--- config.mk ---
export PLATFORM = sky130hd
export DESIGN_NAME = regbank_sequencer
export DESIGN_NICKNAME = d
export VERILOG_FILES = /design/src/rtl/arm_regbank_pkg.sv /design/src/rtl/regbank_mode_map.sv /design/src/rtl/regbank_sequencer.sv
export SDC_FILE = /design/constraint.sdc
export NUM_CORES = 1
export LEC_CHECK = 0
export ABC_AREA = 1
export CELL_PAD_IN_SITES_DETAIL_PLACEMENT = 1
export CELL_PAD_IN_SITES_GLOBAL_PLACEMENT = 2
export CORE_ASPECT_RATIO = 1.1
export CORE_MARGIN = 5
export CORE_UTILIZATION = 19
export CTS_CLUSTER_DIAMETER = 200
export DETAILED_ROUTE_END_ITERATION = 6
export PLACE_DENSITY_LB_ADDON = 0.05
export SLEW_MARGIN = 15
export SYNTH_ARGS = -nofsm -noshare
export SYNTH_HDL_FRONTEND = slang
export SYNTH_SLANG_ARGS = --single-unit
--- constraint.sdc ---
create_clock -name clk -period 3.2 [get_ports clk]
set_input_delay 0.96 -clock clk [delete_from_list [all_inputs] [get_ports clk]]
set_output_delay 0.96 -clock clk [all_outputs]
set_load 0.02 [all_outputs]
--- src/rtl/arm_regbank_pkg.sv ---
// Shared constants for the ARM register-bank sequencer: mode encodings,
// physical bank indices and the sequencer state type.
package arm_regbank_pkg;

    localparam logic [4:0] MODE_USR = 5'b10000;
    localparam logic [4:0] MODE_FIQ = 5'b10001;
    localparam logic [4:0] MODE_IRQ = 5'b10010;
    localparam logic [4:0] MODE_SVC = 5'b10011;
    localparam logic [4:0] MODE_ABT = 5'b10111;
    localparam logic [4:0] MODE_UND = 5'b11011;
    localparam logic [4:0] MODE_SYS = 5'b11111;

    localparam int unsigned PHYS_PC       = 15;
    localparam int unsigned PHYS_USR_SP   = 13;
    localparam int unsigned PHYS_FIQ_BASE = 16;
    localparam int unsigned PHYS_FIQ_SP   = 21;
    localparam int unsigned PHYS_SVC_SP   = 23;
    localparam int unsigned PHYS_ABT_SP   = 25;
    localparam int unsigned PHYS_IRQ_SP   = 27;
    localparam int unsigned PHYS_UND_SP   = 29;
    localparam int unsigned PHYS_CPSR     = 31;

    typedef enum logic [1:0] {
        ST_IDLE,
        ST_READ,
        ST_WRITE,
        ST_RESP
    } seq_state_e;

    function automatic logic mode_is_valid(input logic [4:0] mode);
        return mode inside {MODE_USR, MODE_FIQ, MODE_IRQ, MODE_SVC,
                            MODE_ABT, MODE_UND, MODE_SYS};
    endfunction

endpackage

--- src/rtl/regbank_mode_map.sv ---
// Combinational map from (processor mode, logical register) to physical bank
// index. Unlisted modes map as USR and raise mode_err.
module regbank_mode_map
    import arm_regbank_pkg::*;
#(
    parameter int unsigned AW = 5
) (
    input  logic [4:0]    mode,
    input  logic [3:0]    lreg,
    output logic [AW-1:0] phys,
    output logic          mode_err
);

    int unsigned sp_base;
    int unsigned idx;

    always_comb begin
        mode_err = !mode_is_valid(mode);
        sp_base  = PHYS_USR_SP;
        unique case (mode)
            MODE_FIQ: sp_base = PHYS_FIQ_SP;
            MODE_SVC: sp_base = PHYS_SVC_SP;
            MODE_ABT: sp_base = PHYS_ABT_SP;
            MODE_IRQ: sp_base = PHYS_IRQ_SP;
            MODE_UND: sp_base = PHYS_UND_SP;
            default:  sp_base = PHYS_USR_SP;
        endcase

        idx = 32'(lreg);
        if ((mode == MODE_FIQ) && (lreg inside {[4'd8:4'd12]}))
            idx = PHYS_FIQ_BASE + 32'(lreg) - 32'd8;
        else if ((lreg == 4'd13) || (lreg == 4'd14))
            idx = sp_base + 32'(lreg) - 32'd13;
        phys = AW'(idx);
    end

endmodule

--- src/rtl/regbank_sequencer.sv ---
// Register-bank initiator: latches one request, runs a read phase then an
// optional write phase on the bank, and returns captured operands.
module regbank_sequencer
    import arm_regbank_pkg::*;
#(
    parameter int unsigned DW = 32,
    parameter int unsigned AW = 5
) (
    input  logic          clk,
    input  logic          rst,

    input  logic          req_valid,
    output logic          req_ready,
    input  logic [4:0]    req_mode,
    input  logic [3:0]    req_ra,
    input  logic [3:0]    req_rb,
    input  logic [3:0]    req_rc,
    input  logic          req_wb_en,
    input  logic [3:0]    req_wb_rd,
    input  logic [DW-1:0] req_wb_data,
    input  logic          req_pc_inc,
    input  logic          req_cpsr_w,
    input  logic [DW-1:0] req_cpsr_data,
    input  logic [DW-1:0] req_cpsr_mask,

    output logic          rb_clk1,
    output logic          rb_clk2,
    output logic          rb_is_active,
    output logic [AW-1:0] rb_address1,
    output logic [AW-1:0] rb_address2,
    output logic [AW-1:0] rb_address3,
    output logic          rb_w,
    output logic          rb_pc_w,
    output logic          rb_pc_increment,
    output logic          rb_cpsr_w,
    output logic [DW-1:0] rb_write,
    output logic [DW-1:0] rb_pc_write,
    output logic [DW-1:0] rb_cpsr_write,
    output logic [DW-1:0] rb_cpsr_mask,
    input  logic [DW-1:0] rb_read1,
    input  logic [DW-1:0] rb_read2,
    input  logic [DW-1:0] rb_read3,
    input  logic [DW-1:0] rb_pc_read,

    output logic          rsp_valid,
    input  logic          rsp_ready,
    output logic [DW-1:0] rsp_a,
    output logic [DW-1:0] rsp_b,
    output logic [DW-1:0] rsp_c,
    output logic [DW-1:0] rsp_pc,
    output logic          rsp_mode_err
);

    seq_state_e    state_q, state_d;
    logic [4:0]    mode_q, mode_d;
    logic [3:0]    ra_q, ra_d, rb_q, rb_d, rc_q, rc_d, wb_rd_q, wb_rd_d;
    logic          wb_en_q, wb_en_d, pc_inc_q, pc_inc_d, cpsr_w_q, cpsr_w_d;
    logic [DW-1:0] wb_data_q, wb_data_d;
    logic [DW-1:0] cpsr_data_q, cpsr_data_d, cpsr_mask_q, cpsr_mask_d;
    logic [DW-1:0] rsp_a_q, rsp_a_d, rsp_b_q, rsp_b_d;
    logic [DW-1:0] rsp_c_q, rsp_c_d, rsp_pc_q, rsp_pc_d;
    logic          mode_err_q, mode_err_d;

    logic [AW-1:0] phys_a, phys_b, phys_c, phys_wb;
    logic          err_a, err_b, err_c, err_wb;

    regbank_mode_map #(.AW(AW)) u_map_a (
        .mode(mode_q), .lreg(ra_q), .phys(phys_a), .mode_err(err_a));
    regbank_mode_map #(.AW(AW)) u_map_b (
        .mode(mode_q), .lreg(rb_q), .phys(phys_b), .mode_err(err_b));
    regbank_mode_map #(.AW(AW)) u_map_c (
        .mode(mode_q), .lreg(rc_q), .phys(phys_c), .mode_err(err_c));
    regbank_mode_map #(.AW(AW)) u_map_wb (
        .mode(mode_q), .lreg(wb_rd_q), .phys(phys_wb), .mode_err(err_wb));

    assign rsp_a  = rsp_a_q;
    assign rsp_b  = rsp_b_q;
    assign rsp_c  = rsp_c_q;
    assign rsp_pc = rsp_pc_q;

    always_comb begin
        state_d     = state_q;
        mode_d      = mode_q;
        ra_d        = ra_q;
        rb_d        = rb_q;
        rc_d        = rc_q;
        wb_en_d     = wb_en_q;
        wb_rd_d     = wb_rd_q;
        wb_data_d   = wb_data_q;
        pc_inc_d    = pc_inc_q;
        cpsr_w_d    = cpsr_w_q;
        cpsr_data_d = cpsr_data_q;
        cpsr_mask_d = cpsr_mask_q;
        rsp_a_d     = rsp_a_q;
        rsp_b_d     = rsp_b_q;
        rsp_c_d     = rsp_c_q;
        rsp_pc_d    = rsp_pc_q;
        mode_err_d  = mode_err_q;

        req_ready       = 1'b0;
        rb_clk1         = 1'b0;
        rb_clk2         = 1'b0;
        rb_is_active    = 1'b0;
        rb_address1     = '0;
        rb_address2     = '0;
        rb_address3     = '0;
        rb_w            = 1'b0;
        rb_pc_w         = 1'b0;
        rb_pc_increment = 1'b0;
        rb_cpsr_w       = 1'b0;
        rb_write        = '0;
        rb_pc_write     = '0;
        rb_cpsr_write   = '0;
        rb_cpsr_mask    = '0;
        rsp_valid       = 1'b0;
        rsp_mode_err    = 1'b0;

        // Reset gates every output combinationally so an aborted phase never strobes the bank.
        if (!rst) begin
            unique case (state_q)
                ST_IDLE: begin
                    req_ready = 1'b1;
                    if (req_valid) begin
                        mode_d      = req_mode;
                        ra_d        = req_ra;
                        rb_d        = req_rb;
                        rc_d        = req_rc;
                        wb_en_d     = req_wb_en;
                        wb_rd_d     = req_wb_rd;
                        wb_data_d   = req_wb_data;
                        pc_inc_d    = req_pc_inc;
                        cpsr_w_d    = req_cpsr_w;
                        cpsr_data_d = req_cpsr_data;
                        cpsr_mask_d = req_cpsr_mask;
                        state_d     = ST_READ;
                    end
                end
                ST_READ: begin
                    rb_clk1         = 1'b1;
                    rb_is_active    = 1'b1;
                    rb_address1     = phys_a;
                    rb_address2     = phys_b;
                    rb_address3     = phys_c;
                    rb_pc_increment = pc_inc_q;
                    rsp_a_d         = rb_read1;
                    rsp_b_d         = rb_read2;
                    rsp_c_d         = rb_read3;
                    rsp_pc_d        = rb_pc_read;
                    mode_err_d      = err_a | err_b | err_c | err_wb;
                    state_d         = (wb_en_q || cpsr_w_q) ? ST_WRITE : ST_RESP;
                end
                ST_WRITE: begin
                    rb_clk2 = 1'b1;
                    if (wb_en_q) begin
                        if (wb_rd_q == 4'd15) begin
                            rb_pc_w     = 1'b1;
                            rb_pc_write = wb_data_q;
                        end else begin
                            rb_w        = 1'b1;
                            rb_address1 = phys_wb;
                            rb_write    = wb_data_q;
                        end
                    end
                    if (cpsr_w_q) begin
                        rb_cpsr_w     = 1'b1;
                        rb_cpsr_write = cpsr_data_q;
                        rb_cpsr_mask  = cpsr_mask_q;
                    end
                    state_d = ST_RESP;
                end
                ST_RESP: begin
                    rsp_valid    = 1'b1;
                    rsp_mode_err = mode_err_q;
                    if (rsp_ready)
                        state_d = ST_IDLE;
                end
                default: state_d = ST_IDLE;
            endcase
        end
    end

    always_ff @(posedge clk) begin
        if (rst) begin
            state_q     <= ST_IDLE;
            mode_q      <= '0;
            ra_q        <= '0;
            rb_q        <= '0;
            rc_q        <= '0;
            wb_en_q     <= 1'b0;
            wb_rd_q     <= '0;
            wb_data_q   <= '0;
            pc_inc_q    <= 1'b0;
            cpsr_w_q    <= 1'b0;
            cpsr_data_q <= '0;
            cpsr_mask_q <= '0;
            rsp_a_q     <= '0;
            rsp_b_q     <= '0;
            rsp_c_q     <= '0;
            rsp_pc_q    <= '0;
            mode_err_q  <= 1'b0;
        end else begin
            state_q     <= state_d;
            mode_q      <= mode_d;
            ra_q        <= ra_d;
            rb_q        <= rb_d;
            rc_q        <= rc_d;
            wb_en_q     <= wb_en_d;
            wb_rd_q     <= wb_rd_d;
            wb_data_q   <= wb_data_d;
            pc_inc_q    <= pc_inc_d;
            cpsr_w_q    <= cpsr_w_d;
            cpsr_data_q <= cpsr_data_d;
            cpsr_mask_q <= cpsr_mask_d;
            rsp_a_q     <= rsp_a_d;
            rsp_b_q     <= rsp_b_d;
            rsp_c_q     <= rsp_c_d;
            rsp_pc_q    <= rsp_pc_d;
            mode_err_q  <= mode_err_d;
        end
    end

endmodule
==> results of run 1 <==
-- cell type report --
| class | count | area [µm²] | area share |
|---|---|---|---|
| Antenna cell | 5 | 12.5 | 0.000670 |
| Clock buffer | 52 | 1050 | 0.0563 |
| Inverter | 151 | 592 | 0.0317 |
| Multi-Input combinational cell | 892 | 4920 | 0.264 |
| Tap cell | 736 | 921 | 0.0493 |
| Timing Repair inverter | 1 | 5.00 | 0.000268 |
| Clock inverter | 5 | 65.1 | 0.00349 |
| Sequential cell | 251 | 5040 | 0.270 |
| Timing Repair Buffer | 625 | 6060 | 0.324 |
-- critical path: stages, from the launching register on --
cell and delay [ps]:
dfxtp_4 360, o211ai_1 260, nand2_2 110, nand2_2 100, a21oi_4 50, buf_6 140
ha_4 260, inv_2 30, ha_4 140, fa_2 350, xnor2_2 180, inv_1 60
nand3_1 60, nand3_1 60, nand2_1 80, nand2_2 60, a21oi_4 130, buf_6 130
-- metrics by stage --
stage	power, mW	util	std cells
finish	14.1	0.340	2718
global route	15.1	0.340	2714
CTS	14.3	0.327	2698
detailed placement	10.1	0.308	2624
global placement	10.0	0.308	2624
floorplan	7.48	-	1390
-- kinds of logic (layout without fill, tap and decap cells) --
group	count (synthesis)	in the layout	synth area share
compound gates	400	400	0.193
other cells	0	5	0
simple gates	463	463	0.190
fa+ha+maj	25	25	0.0327
xor+xnor	4	4	0.00334
flops	251	251	0.479
buf+inv	247	834	0.102
-- routing by layer --
layer  track usage  vias up
li1              -     5558
met1         0.177     5306
met2         0.284      339
met3        0.0840       64
met4        0.0344       20
met5             0        -
-- final timing paths --
| kind | end | slack, ps | cells past startpoint |
|---|---|---|---|
| worst max register to register | rsp_b[6]$_SDFFE_PP0P_ | 720 | 7 |
| worst min-delay path | cpsr_data_q[16]$_SDFFE_PP0P_ | 450 | 2 |
| worst max-delay path | rb_address1[4] | -870 | 17 |
| worst min register to register | cpsr_data_q[16]$_SDFFE_PP0P_ | 450 | 2 |
-- power groups by stage --
stage	registers [mW]	logic, mW	clock network [mW]
after floorplan	5.24	2.24	0
after global placement	4.56	5.48	0
after detailed placement	4.60	5.50	0
after CTS	4.57	5.64	4.04
after global routing	4.68	6.29	4.14
final	4.56	5.72	3.85
-- state kept, by name (all words and copies together) (netlist names) --
register and cells:
cpsr_data_q 32, cpsr_mask_q 32, rsp_a 32, rsp_b 32, rsp_c 32, rsp_pc 32, wb_data_q 32, mode_q 5
ra_q 4, rb_q 4, rc_q 4, wb_rd_q 4, state_q 2, cpsr_w_q 1, mode_err_q 1, pc_inc_q 1
wb_en_q 1
-- layout by cell type (no fill, tap or decap), drive strengths merged --
| master | count |
|---|---|
| a211oi | 1 |
| a21oi | 130 |
| buf | 218 |
| bufbuf | 1 |
| bufinv | 1 |
| clkbuf | 57 |
| clkdlybuf4s15 | 17 |
| clkdlybuf4s50 | 378 |
| clkinv | 6 |
| dfxtp | 251 |
| diode | 5 |
| dlygate4sd2 | 6 |
| fa | 4 |
| ha | 21 |
| inv | 150 |
| nand2 | 26 |
| nand3 | 9 |
| nand3b | 1 |
| nand4 | 2 |
| nor2 | 417 |
| nor3 | 8 |
| o211ai | 5 |
| o21ai | 261 |
| o21bai | 2 |
| o22ai | 1 |
| xnor2 | 1 |
| xor2 | 3 |
-- repair_timing --
item	in CTS	in global routing
endpoints found under the hold margin	0	0
hold buffers	0	0
setup endpoints to repair	149	111
resized for setup	547	183
setup buffers	17	9
gates cloned	2	7
pin swaps	30	25
==> out/results.tsv, run 1 <==
metric	value	unit
insertion delay to the later sink of the worst-skew pair	530	ps
clk slew on worst S/H paths	60	ps
core area	54800	µm²
fillers	6479	
IO Port Bufs	532	
syn nets	1667	
max-cap violations	0	
Post-synth EDFFs	0	
DRT iter0 DRCs	392	
Slew headroom	0.403	
Max FO, Critical Path	4	
Setup CP Type	flip-flop to output port	
clock group share of total power	0.272	
worst r2r src	state_q[1]$_SDFFE_PP0P_	
setup TNS	-5740	ps
wire per inst	19.3	µm
RSZ-0062 raised after global routing	yes	
register bit total from synthesis	251	
Synth Instances	1390	
clk sinks	251	
wire length on met1	19400	µm
Unique masters post-synth	33	
initial core utilization	0.191	
GPL Wtd Cong	0.749	
total setup violations reported at the end of the flow	10	
Peak supply drop	396	µV
Req. time, crit path	2240	ps
Int Pwr	8.77	mW
Final Cell Area	18700	µm²
CTS tree	yes	
H-tree depth	2	
Final Hold Fails	0	
GRT Overall Usage	0.163	
Pins Over Slew Limit	0	
top sig layer	met5	
Routed Wire Length	52500	µm
Final Critical Period	4070	ps
fraction of registers with async set/reset	0	
min-delay src	cpsr_data_q[16]$_SDFFE_PP0P_	
Total Nets Final	2234	
placed instance area	16900	µm²
Avg Vias per Cell	4.15	
Chip Width	234	µm
CTS max path bufs	3	
TritonCTS buffer count	35	
setup ws final	-872	ps
startpoint types	flip-flop	
CP arrival	3110	ps
Cell Area, Synth	10500	µm²
Final ANT Viol Nets	0	
hold slack	453	ps
top cells by count, synth	nor2_1 (372), o21ai_0 (259), dfxtp_1 (251)	
clk_skew	11.4	ps
area of the die	60100	µm²
Max Clk Rate	246	MHz
share of cells above drive strength 1	0.224	
CP endpoint kind	output port	
CP startpoint	mode_q[0]$_SDFFE_PP0P_	
vias in the first global route	11800	
worst-margin pin slew	896	ps
count leader, synth	nor2_1	
P per Cell Area	757	nW/µm²
Seq/Total Area, Yosys	0.479	
Primary FF master, synth	dfxtp_1	
Hold WC Path Type	flip-flop to flip-flop	
sw power	5.36	mW
sequential fraction of design power	0.323	
final worst path period share	1.27	
pin count of the biggest net entering global routing	94	
io pins	533	
met2 wire length	26100	µm
area delta synth->final	77.8	%
status	complete, but fails checks	
aggregate global routing overflow	0	
combinational fraction of design power	0.405	
via count	11300	
violated checks	negative setup slack	
first-pass GRT wire length	74900	µm
LEAKAGE	7.55	nW
Avg Inst Size Synth	7.55	µm²
DR pass1 iterations	4	
number of remaining DRC errors	0	
CTS root buffer	clkbuf_16	
Ys Warns	0	
Area contributors post-synth	dfxtp_1 (48%), nor2_1 (13%), o21ai_0 (12%)	
Die Ht	257	µm
Net Sw Frac	0.379	
dpl hpwl	37700	µm
met3 routed WL	5940	µm
area share of the largest cell type after synthesis	0.479	
initial antenna violation count	17	
largest area contributor in the netlist	dfxtp_1	
Row Count	90	
Place WS	-1000	ps
Power figures use the tool's default switching activity.
==> run 2, diff against run 1 <==
--- a/config.mk
+++ b/config.mk
@@ -10,7 +10,7 @@
 export CELL_PAD_IN_SITES_GLOBAL_PLACEMENT = 2
 export CORE_ASPECT_RATIO = 1.1
 export CORE_MARGIN = 5
-export CORE_UTILIZATION = 19
+export CORE_UTILIZATION = 21
 export CTS_CLUSTER_DIAMETER = 200
 export DETAILED_ROUTE_END_ITERATION = 6
 export PLACE_DENSITY_LB_ADDON = 0.05
==> constraint.sdc (replaced) <==
create_clock -name clk -period 4.4 [get_ports clk]
set_input_delay 1.32 -clock clk [delete_from_list [all_inputs] [get_ports clk]]
set_output_delay 1.32 -clock clk [all_outputs]
set_load 0.02 [all_outputs]
==> out/results.tsv, run 2 (synthesized netlist as in run 1, its figures left out) <==
metric	value	unit	change
fin util	0.357		+0.0162
min-delay src	cpsr_data_q[31]$_SDFFE_PP0P_		
Slew headroom	0.364		-0.0384
Final ANT Viol Nets	0		unchanged
final worst path period share	1.03		
Max FO, Critical Path	4		unchanged
startpoint types	flip-flop		
CTS root buffer	clkbuf_16		
dpl cells	2526		-3.7%
aggregate global routing overflow	0		unchanged
GRT Overall Usage	0.173		+0.0100
r2r setup slk	1980	ps	+1260 ps
worst r2r src	state_q[1]$_SDFFE_PP0P_		
worst-margin pin slew	953	ps	+57.5 ps
Total Nets Final	2188		-2.1%
total setup violations reported at the end of the flow	3		-7
first-pass GRT wire length	73000	µm	-2.4%
critical path, cell by cell	nand2_4 > buf_12 > nor3_4 > inv_2 > nand2_2 > a21oi_2 > buf_6 > ha_4 > inv_4 > ha_4 > fa_2 > xnor2_2 > inv_1 > nand3_2 > nand3_2 > nand2_2 > nand2_2 > a21oi_4 > buf_6		
Place WS	-318	ps	+684 ps
commonest non-fill, non-tap cell in the layout	clkdlybuf4s50_1		
P per Cell Area	558	nW/µm²	-26%
Peak supply drop	284	µV	-28%
Worst Hold Depth	2		unchanged
clk slew on worst S/H paths	60	ps	about the same
slowest CP cell	dfxtp_4		
area delta synth->final	69.3	%	
Req. time, crit path	3080	ps	+840 ps
dpl hpwl	36700	µm	-2.9%
clk_skew	8.44	ps	-2.96 ps
via count	11100		-2.0%
CTS max path bufs	3		unchanged
Setup CP Type	flip-flop to output port		
share of cells above drive strength 1	0.122		-0.102
commonest cells after routing, fill and taps aside	clkdlybuf4s50_1 (384), nor2_1 (372), o21ai_0 (256)		
area of the die	54600	µm²	-9.1%
worst hold endpoint	cpsr_data_q[31]$_SDFFE_PP0P_		
vias in the first global route	11600		-1.6%
H-tree depth	2		unchanged
TritonCTS buffer count	34		-2.9%
crit-path most repeated cell	nand2_2		
Final Critical Period	4520	ps	
violated checks	negative setup slack		
Hold WC Path Type	flip-flop to flip-flop		
hold_buf cts	0		unchanged
Final Cell Area	17800	µm²	-4.8%
Pins Over Slew Limit	0		unchanged
initial core utilization	0.211		+0.0193
status	complete, but fails checks		
DR pass1 iterations	4		unchanged
number of remaining DRC errors	0		unchanged
GPL Wtd Cong	0.744		-0.67%
CTS tree	yes		
WP buf/inv	6		+2
Power Total	9.91	mW	-30%
Row Count	86		-4.4%
setup ws final	-118	ps	+754 ps
max-cap violations	0		unchanged
Max Clk Rate	221	MHz	
insertion delay to the later sink of the worst-skew pair	520	ps	about the same
initial antenna violation count	14		-3
wire per inst	19.1	µm	-1.1%
Final Hold Fails	0		unchanged
Die Ht	244	µm	-4.7%
pin count of the biggest net entering global routing	135		+44%
CP arrival	3200	ps	+90 ps
clk sinks	251		unchanged
Routed Wire Length	49600	µm	-5.4%
DRT iter0 DRCs	303		-23%
largest stage delay on the critical path	370	ps	about the same
Critical R2R Capture	rsp_b[20]$_SDFFE_PP0P_		
core area	49800	µm²	-9.2%
critical path's top delay family	adder cells		
CP endpoint kind	output port		
io pins	533		unchanged
placed instance area	16500	µm²	-2.3%
RSZ-0062 raised after global routing	yes		
non-filler instance count after layout	2600		-4.3%
Avg Vias per Cell	4.26		+2.5%
worst r2r path cells	7		unchanged
LEAKAGE	7.52	nW	-0.40%
IO Port Bufs	532		unchanged
Chip Width	223	µm	-4.7%
[run 2: cell types whose count changed in the layout (fill, tap and decap cells not counted), moves of 5 or more]
cell	before	now
buf_2	40	0
dlygate4sd2_1	6	119
clkbuf_16	40	35
buf_12	14	9
clkdlybuf4s15_2	16	1
nor2_4	44	14
buf_4	121	62
clkdlybuf4s50_1	378	384
a21oi_1	120	126
buf_6	41	4
nor2_1	341	372
a21oi_2	8	3
[run 2: worst max-delay path by stage]
stage / end / start / depth (start not counted) / slack (ps)
floorplan: rb_address3[4] / mode_q[4]$_SDFFE_PP0P_ / 15 / 450
global placement: rb_cpsr_write[26] / rst / 7 / -290
detailed placement: rb_cpsr_write[26] / rst / 7 / -320
CTS: rb_address1[4] / mode_q[4]$_SDFFE_PP0P_ / 19 / -250
global route: rb_address1[4] / mode_q[0]$_SDFFE_PP0P_ / 19 / -290
finish: rb_address1[4] / mode_q[0]$_SDFFE_PP0P_ / 19 / -120
[run 2: repair_timing]
action / 4_1_cts / 5_1_grt
pin swaps: 22 / 29
endpoints found under the setup margin: 129 / 6
gates resized for setup: 186 / 23
setup buffers: 9 / 1
[run 2: layout make-up]
type | count | area, µm²
Antenna cell | 6 | 15.0
Clock buffer | 56 | 1060
Clock inverter | 3 | 18.8
Fill cell | 5906 | 32100
Inverter | 151 | 577
Multi-Input combinational cell | 892 | 4620
Sequential cell | 251 | 5040
Tap cell | 660 | 826
Timing Repair Buffer | 581 | 5610
[run 2: metrics by stage]
step	setup TNS [ps]	hold slack [ps]
floorplan	0	430
global placement	-20890	440
detailed placement	-24470	449
CTS	-915	458
global route	-1000	470
finish	-312	454
[run 2: routing by layer]
metal | vias to the layer above | GRT usage | routed length [µm]
met5 | - | 0 | 124
met4 | 18 | 0.0393 | 848
met3 | 65 | 0.0803 | 5040
met2 | 316 | 0.299 | 24000
met1 | 5210 | 0.196 | 19600
li1 | 5457 | - | -
[run 2: worst min-delay path: stages (launching register included)]
cell and delay [ps]:
dfxtp_1 300, inv_1 60, a21oi_1 50
[run 2: where the power goes]
part / internal [mW] / total [mW] / switching [mW]
combinational: 1.53 / 3.89 / 2.36
sequential: 3.00 / 3.33 / 0.328
clock: 1.64 / 2.70 / 1.05
==> RTL edit 1: new RTL, flow settings as in run 2 <==
Change the parameter `DW` from 32 to 28.
--- a/src/rtl/regbank_sequencer.sv
+++ b/src/rtl/regbank_sequencer.sv
@@ -3,7 +3,7 @@
 module regbank_sequencer
     import arm_regbank_pkg::*;
 #(
-    parameter int unsigned DW = 32,
+    parameter int unsigned DW = 28,
     parameter int unsigned AW = 5
 ) (
     input  logic          clk,
Ports: changed (15 resized); port bits go from 533 to 473. No check against the original RTL was run, so the function may have changed too.
==> RTL edit 1 against run 2 <==
- the flow still finishes with violations (negative setup slack)
- wire length is 16% lower
- worst setup slack lost 0.0099 ns
- sequential cell count fell by 28
- utilization increased by 0.24 points
- final cell count decreased by 11%
- area after synthesis down 12%
- final area down 12%
- power decreased by 13%
- clock power down 19%
- critical path type unchanged
- highest routed layer unchanged
==> RTL edit 1: results (changes against run 2) <==
[placed_design]
place_ws_ns = -0.2718  ; +0.04647 ns
placed_area_um2 = 14660  ; -11%
gp_congestion = 0.7766  ; +4.3%
dp_hpwl_mm = 30.50  ; -17%
io_buffers = 472  ; -11%

[global_route]
grt_max_degree = 104  ; -23%
grt_pass1_wl_mm = 62.25  ; -15%
grt_usage_pct = 16.25  ; -1.1 points

[outcome]
status = complete, but fails checks
violations = negative setup slack

[detailed_routing]
viasPerCell = 4.268  ; +0.28%
wirelength_mm = 41.77  ; -16%

[clock_network]
numCtsBuffers = 29  ; -15%
clk_latency_ns = 0.55  ; +0.03 ns

[power]
leakagePower_uw = 0.006496  ; -14%

[yosys]
syn_area_per_cell_um2 = 7.390  ; -2.2%
synth_adder_area_share_pct = 3.697  ; +0.43 points
synth_area_leaders = dfxtp_1 48%, nor2_1 15%, o21ai_0 12%, a21oi_1 6.3%, inv_1 5.4%
synth-compound-area-share_pct = 19.56  ; +0.22 points
synth_nets = 1504  ; -9.8%
synth_xor_area_share_pct = 0.3778  ; +0.044 points

[sta]
tns_ns = -0.2466  ; +0.06549 ns
fin_skew_ns = 0.01141  ; +0.002971 ns
worst_slack_ns = -0.1282  ; -0.009884 ns
setup_viol = 3  ; unchanged

[cells_and_area]
nets = 1964  ; -10%

[setup_path]
cp_max_fo = 3  ; -1

RTL edit 1: cell types whose count changed after synthesis, sizes merged, moves of 3 or more:
cell	run 2	this run
o21ai	261	229
nor2	417	371
a21oi	130	116
dfxtp	251	223
nor3	8	5
nand2	26	29
clkbuf	56	52
buf	40	32
inv	150	142
RTL edit 1: worst max-delay path, cell delays in order, from the launching register on:
cell      delay [ns]
dfxtp_4         0.35
nor2_4          0.12
inv_2           0.07
nor2_4          0.09
nand2_2         0.07
nor2_4          0.09
inv_2           0.05
nand2_2         0.07
a21oi_4         0.05
ha_1            0.29
inv_1           0.06
ha_1            0.13
inv_1           0.05
fa_2            0.35
xor2_2          0.19
nand3b_1        0.13
nand3_1         0.07
nand2_1         0.09
nand2_2         0.06
a21oi_4         0.15
buf_6           0.14
RTL edit 1: kinds of logic (layout without fill, tap and decap cells):
kind of cell | count (synthesis) | after routing
and+or+nand+nor | 420 | 420
AOI/OAI and AO/OA | 357 | 357
buffers and inverters | 226 | 703
DFF | 223 | 223
adders and majority gates | 25 | 25
xor gates and xnor gates | 4 | 4
other | 0 | 3
RTL edit 1: cell type report:
cell class / count / area [µm²]
Multi-Input combinational cell: 806 / 4048
Timing Repair Buffer: 513 / 4997
Clock buffer: 48 / 847.1
Fill cell: 5237 / 27910
Antenna cell: 3 / 7.507
Sequential cell: 223 / 4472
Tap cell: 574 / 718.2
Inverter: 142 / 546.8
RTL edit 1: path summary, 6_finish.rpt:
path                                                      to  cells after the start  slack [ns]                    startpoint
worst max-delay path                          rb_address1[4]                     20       -0.13        mode_q[2]$_SDFFE_PP0P_
worst min-delay path            cpsr_mask_q[21]$_SDFFE_PP0P_                      2        0.45  cpsr_mask_q[21]$_SDFFE_PP0P_
worst max register to register       rsp_pc[22]$_SDFFE_PP0P_                      7        2.03       state_q[1]$_SDFFE_PP0P_
worst min register to register  cpsr_mask_q[21]$_SDFFE_PP0P_                      2        0.45  cpsr_mask_q[21]$_SDFFE_PP0P_
RTL edit 1: timing repair:
| item | 4_1_cts | 5_1_grt |
|---|---|---|
| pin swaps | 16 | 17 |
| endpoints found under the setup margin | 116 | 7 |
| gates cloned | 0 | 0 |
| buffers inserted | 4 | 0 |
| resized for setup | 115 | 28 |
RTL edit 1: power groups by stage:
stage / combinational, µW / sequential (µW) / clock, µW
2_1_floorplan: 1430 / 3380 / 0
3_3_place_gp: 3450 / 2960 / 0
3_5_place_dp: 3470 / 2980 / 0
4_1_cts: 3510 / 2950 / 2290
5_1_grt: 3850 / 3030 / 2380
6_report: 3480 / 2950 / 2190
RTL edit 1: layer usage:
layer	vias up	wire length, µm	global-route usage, %
li1	4899	-	-
met1	4612	17160	19.23
met2	290	19360	27.26
met3	44	4527	7.346
met4	10	660	3.386
met5	-	61	0
==> RTL edit 2: new RTL, config.mk and constraints of run 2 <==
Made on the original files. Register the output `rsp_mode_err`, with the module's reset; this adds one clock of latency there. The other outputs are not delayed to match.
--- a/src/rtl/regbank_sequencer.sv
+++ b/src/rtl/regbank_sequencer.sv
@@ -51,6 +51,8 @@
     output logic          rsp_mode_err
 );
 
+    logic rsp_mode_err_d;
+
     seq_state_e    state_q, state_d;
     logic [4:0]    mode_q, mode_d;
     logic [3:0]    ra_q, ra_d, rb_q, rb_d, rc_q, rc_d, wb_rd_q, wb_rd_d;
@@ -113,7 +115,7 @@
         rb_cpsr_write   = '0;
         rb_cpsr_mask    = '0;
         rsp_valid       = 1'b0;
-        rsp_mode_err    = 1'b0;
+        rsp_mode_err_d  = 1'b0;
 
         // Reset gates every output combinationally so an aborted phase never strobes the bank.
         if (!rst) begin
@@ -170,7 +172,7 @@
                 end
                 ST_RESP: begin
                     rsp_valid    = 1'b1;
-                    rsp_mode_err = mode_err_q;
+                    rsp_mode_err_d = mode_err_q;
                     if (rsp_ready)
                         state_d = ST_IDLE;
                 end
@@ -219,4 +221,12 @@
         end
     end
 
+    always_ff @(posedge clk) begin
+        if (rst) begin
+            rsp_mode_err <= '0;
+        end else begin
+            rsp_mode_err <= rsp_mode_err_d;
+        end
+    end
+
 endmodule
Check against the original RTL: not equivalent (Yosys sat finds a counterexample within 4 cycles, from zero or initial values and one cycle with rst high).
==> RTL edit 2 against run 2 <==
- sequential power is essentially flat
- critical path depth grew 2
- count of clock-buffer cells in the layout shrank 5
- wire length grew 1.4%
- final cell count grew 0.65%
- first-iteration DRC count grew 24%
- clock skew shrank 0.0025 ns
- worst setup slack lost 0.028 ns
- sequential cell count grew 1
- power shrank 0.19%
- final area grew 0.72%
- the flow still finishes with violations (negative setup slack)
- area after synthesis grew 0.33%
==> RTL edit 2: results (changes against run 2) <==
[detailed_routing]
drt-met1-wl_mm = 20.17  ; +2.9%
wirelength_mm = 50.34  ; +1.4%
viasPerCell = 4.254  ; about the same
avgRoutedWirePerCell_um = 19.23  ; +0.77%
wl_met3_mm = 5.175  ; +2.7%

[setup_path]
arrival_ns = 3.23  ; +0.03 ns
regToRegSetupSlack_ns = 1.92  ; -0.06 ns
r2r-end = rsp_c[2]$_SDFFE_PP0P_
cpLargestDelayFamily = buffers and inverters

[yosys]
synth_common_cells = 379 x nor2_1, 259 x o21ai_0, 252 x dfxtp_1
synth_xor_area_share_pct = 0.3326  ; -0.0011 points
synth_adder_area_share_pct = 3.255  ; -0.011 points
seq_area_frac_synth_pct = 47.90  ; about the same
synth-compound-area-share_pct = 19.28  ; -0.064 points
synth_area_leaders = dfxtp_1 48%, nor2_1 14%, o21ai_0 12%, a21oi_1 6.1%, inv_1 5.1%

[placed_design]
gp_congestion = 0.7456  ; +0.16%

[sta]
fin_skew_ns = 0.005952  ; -0.002489 ns
worst_slack_ns = -0.1465  ; -0.02814 ns
setup_viol = 3  ; unchanged
worst_pin_slew_ns = 1.077  ; +0.1233 ns

[power]
internal_power_uw = 6137  ; -0.63%
irDropWorstVdd_mv = 0.2474  ; -13%
leakagePower_uw = 0.007570  ; +0.62%

[global_route]
grt_usage_pct = 17.47  ; +0.15 points
grt_pass1_wl_mm = 73.73  ; +0.94%
grt_antenna_before_repair = 16  ; +2
grt_pass1_vias = 11690  ; +1.0%

[outcome]
violations = negative setup slack
status = complete, but fails checks

[cells_and_area]
nets = 2209  ; +0.96%
layout-drive-gt1-share_pct = 12.97  ; +0.82 points

[hold_path]
hold_start = cpsr_mask_q[8]$_SDFFE_PP0P_
hold_end = cpsr_mask_q[8]$_SDFFE_PP0P_

==> RTL edit 2: layout make-up <==
cell class | instances | area share, %
sequential | 252 | 28.26
inverter | 151 | 3.251
multi-input combinational | 891 | 25.63
clock buffer | 51 | 5.677
timing repair buffer | 602 | 32.36
antenna | 7 | 0.09787
clock inverter | 3 | 0.1049
tap | 660 | 4.614
==> RTL edit 2: metal layers <==
layer  global-route usage, %  vias up
li1                        -     5505
met1                   19.79     5202
met2                   29.45      339
met3                   8.516       71
met4                   4.686       16
met5                       0        -
==> RTL edit 2: kinds of logic after synthesis <==
kind of cell               Yosys count
buffers and inverters              247
adders and majority gates           25
DFF                                252
and+or+nand+nor                    462
AOI/OAI and AO/OA                  400
xor gates and xnor gates             4
==> RTL edit 2: what timing repair did <==
| item | CTS | global route |
|---|---|---|
| buffers inserted | 27 | 5 |
| endpoints found under the setup margin | 125 | 33 |
| resized for setup | 183 | 59 |
| pin swaps | 19 | 19 |
==> RTL edit 2: worst reg2reg max path, delay by kind of cell, from the launching register on <==
family / cells / cell delay (ns)
adder cells (fa/ha/maj): 1 / 0.25
buffers and inverters: 4 / 1.45
flip-flops: 1 / 0.36
AND/OR/NAND/NOR: 2 / 0.36
==> RTL edit 2: power by group through the flow <==
stage               clock network, µW  logic, µW  registers, µW
global route                     2860       4320           3420
finish                           2650       3920           3330
floorplan                           0       1640           3820
detailed placement                  0       3880           3360
global placement                    0       3860           3340
CTS                              2770       3950           3340
==> RTL edit 2: how the worst max path moves through the flow <==
stage / end / slack [ns] / cells after the start
floorplan: rb_address3[4] / 0.45 / 15
global placement: rb_cpsr_mask[3] / -0.21 / 7
detailed placement: rb_cpsr_mask[3] / -0.24 / 7
CTS: rb_address1[4] / -0.19 / 19
global route: rb_address1[4] / -0.28 / 19
finish: rb_address1[4] / -0.15 / 21
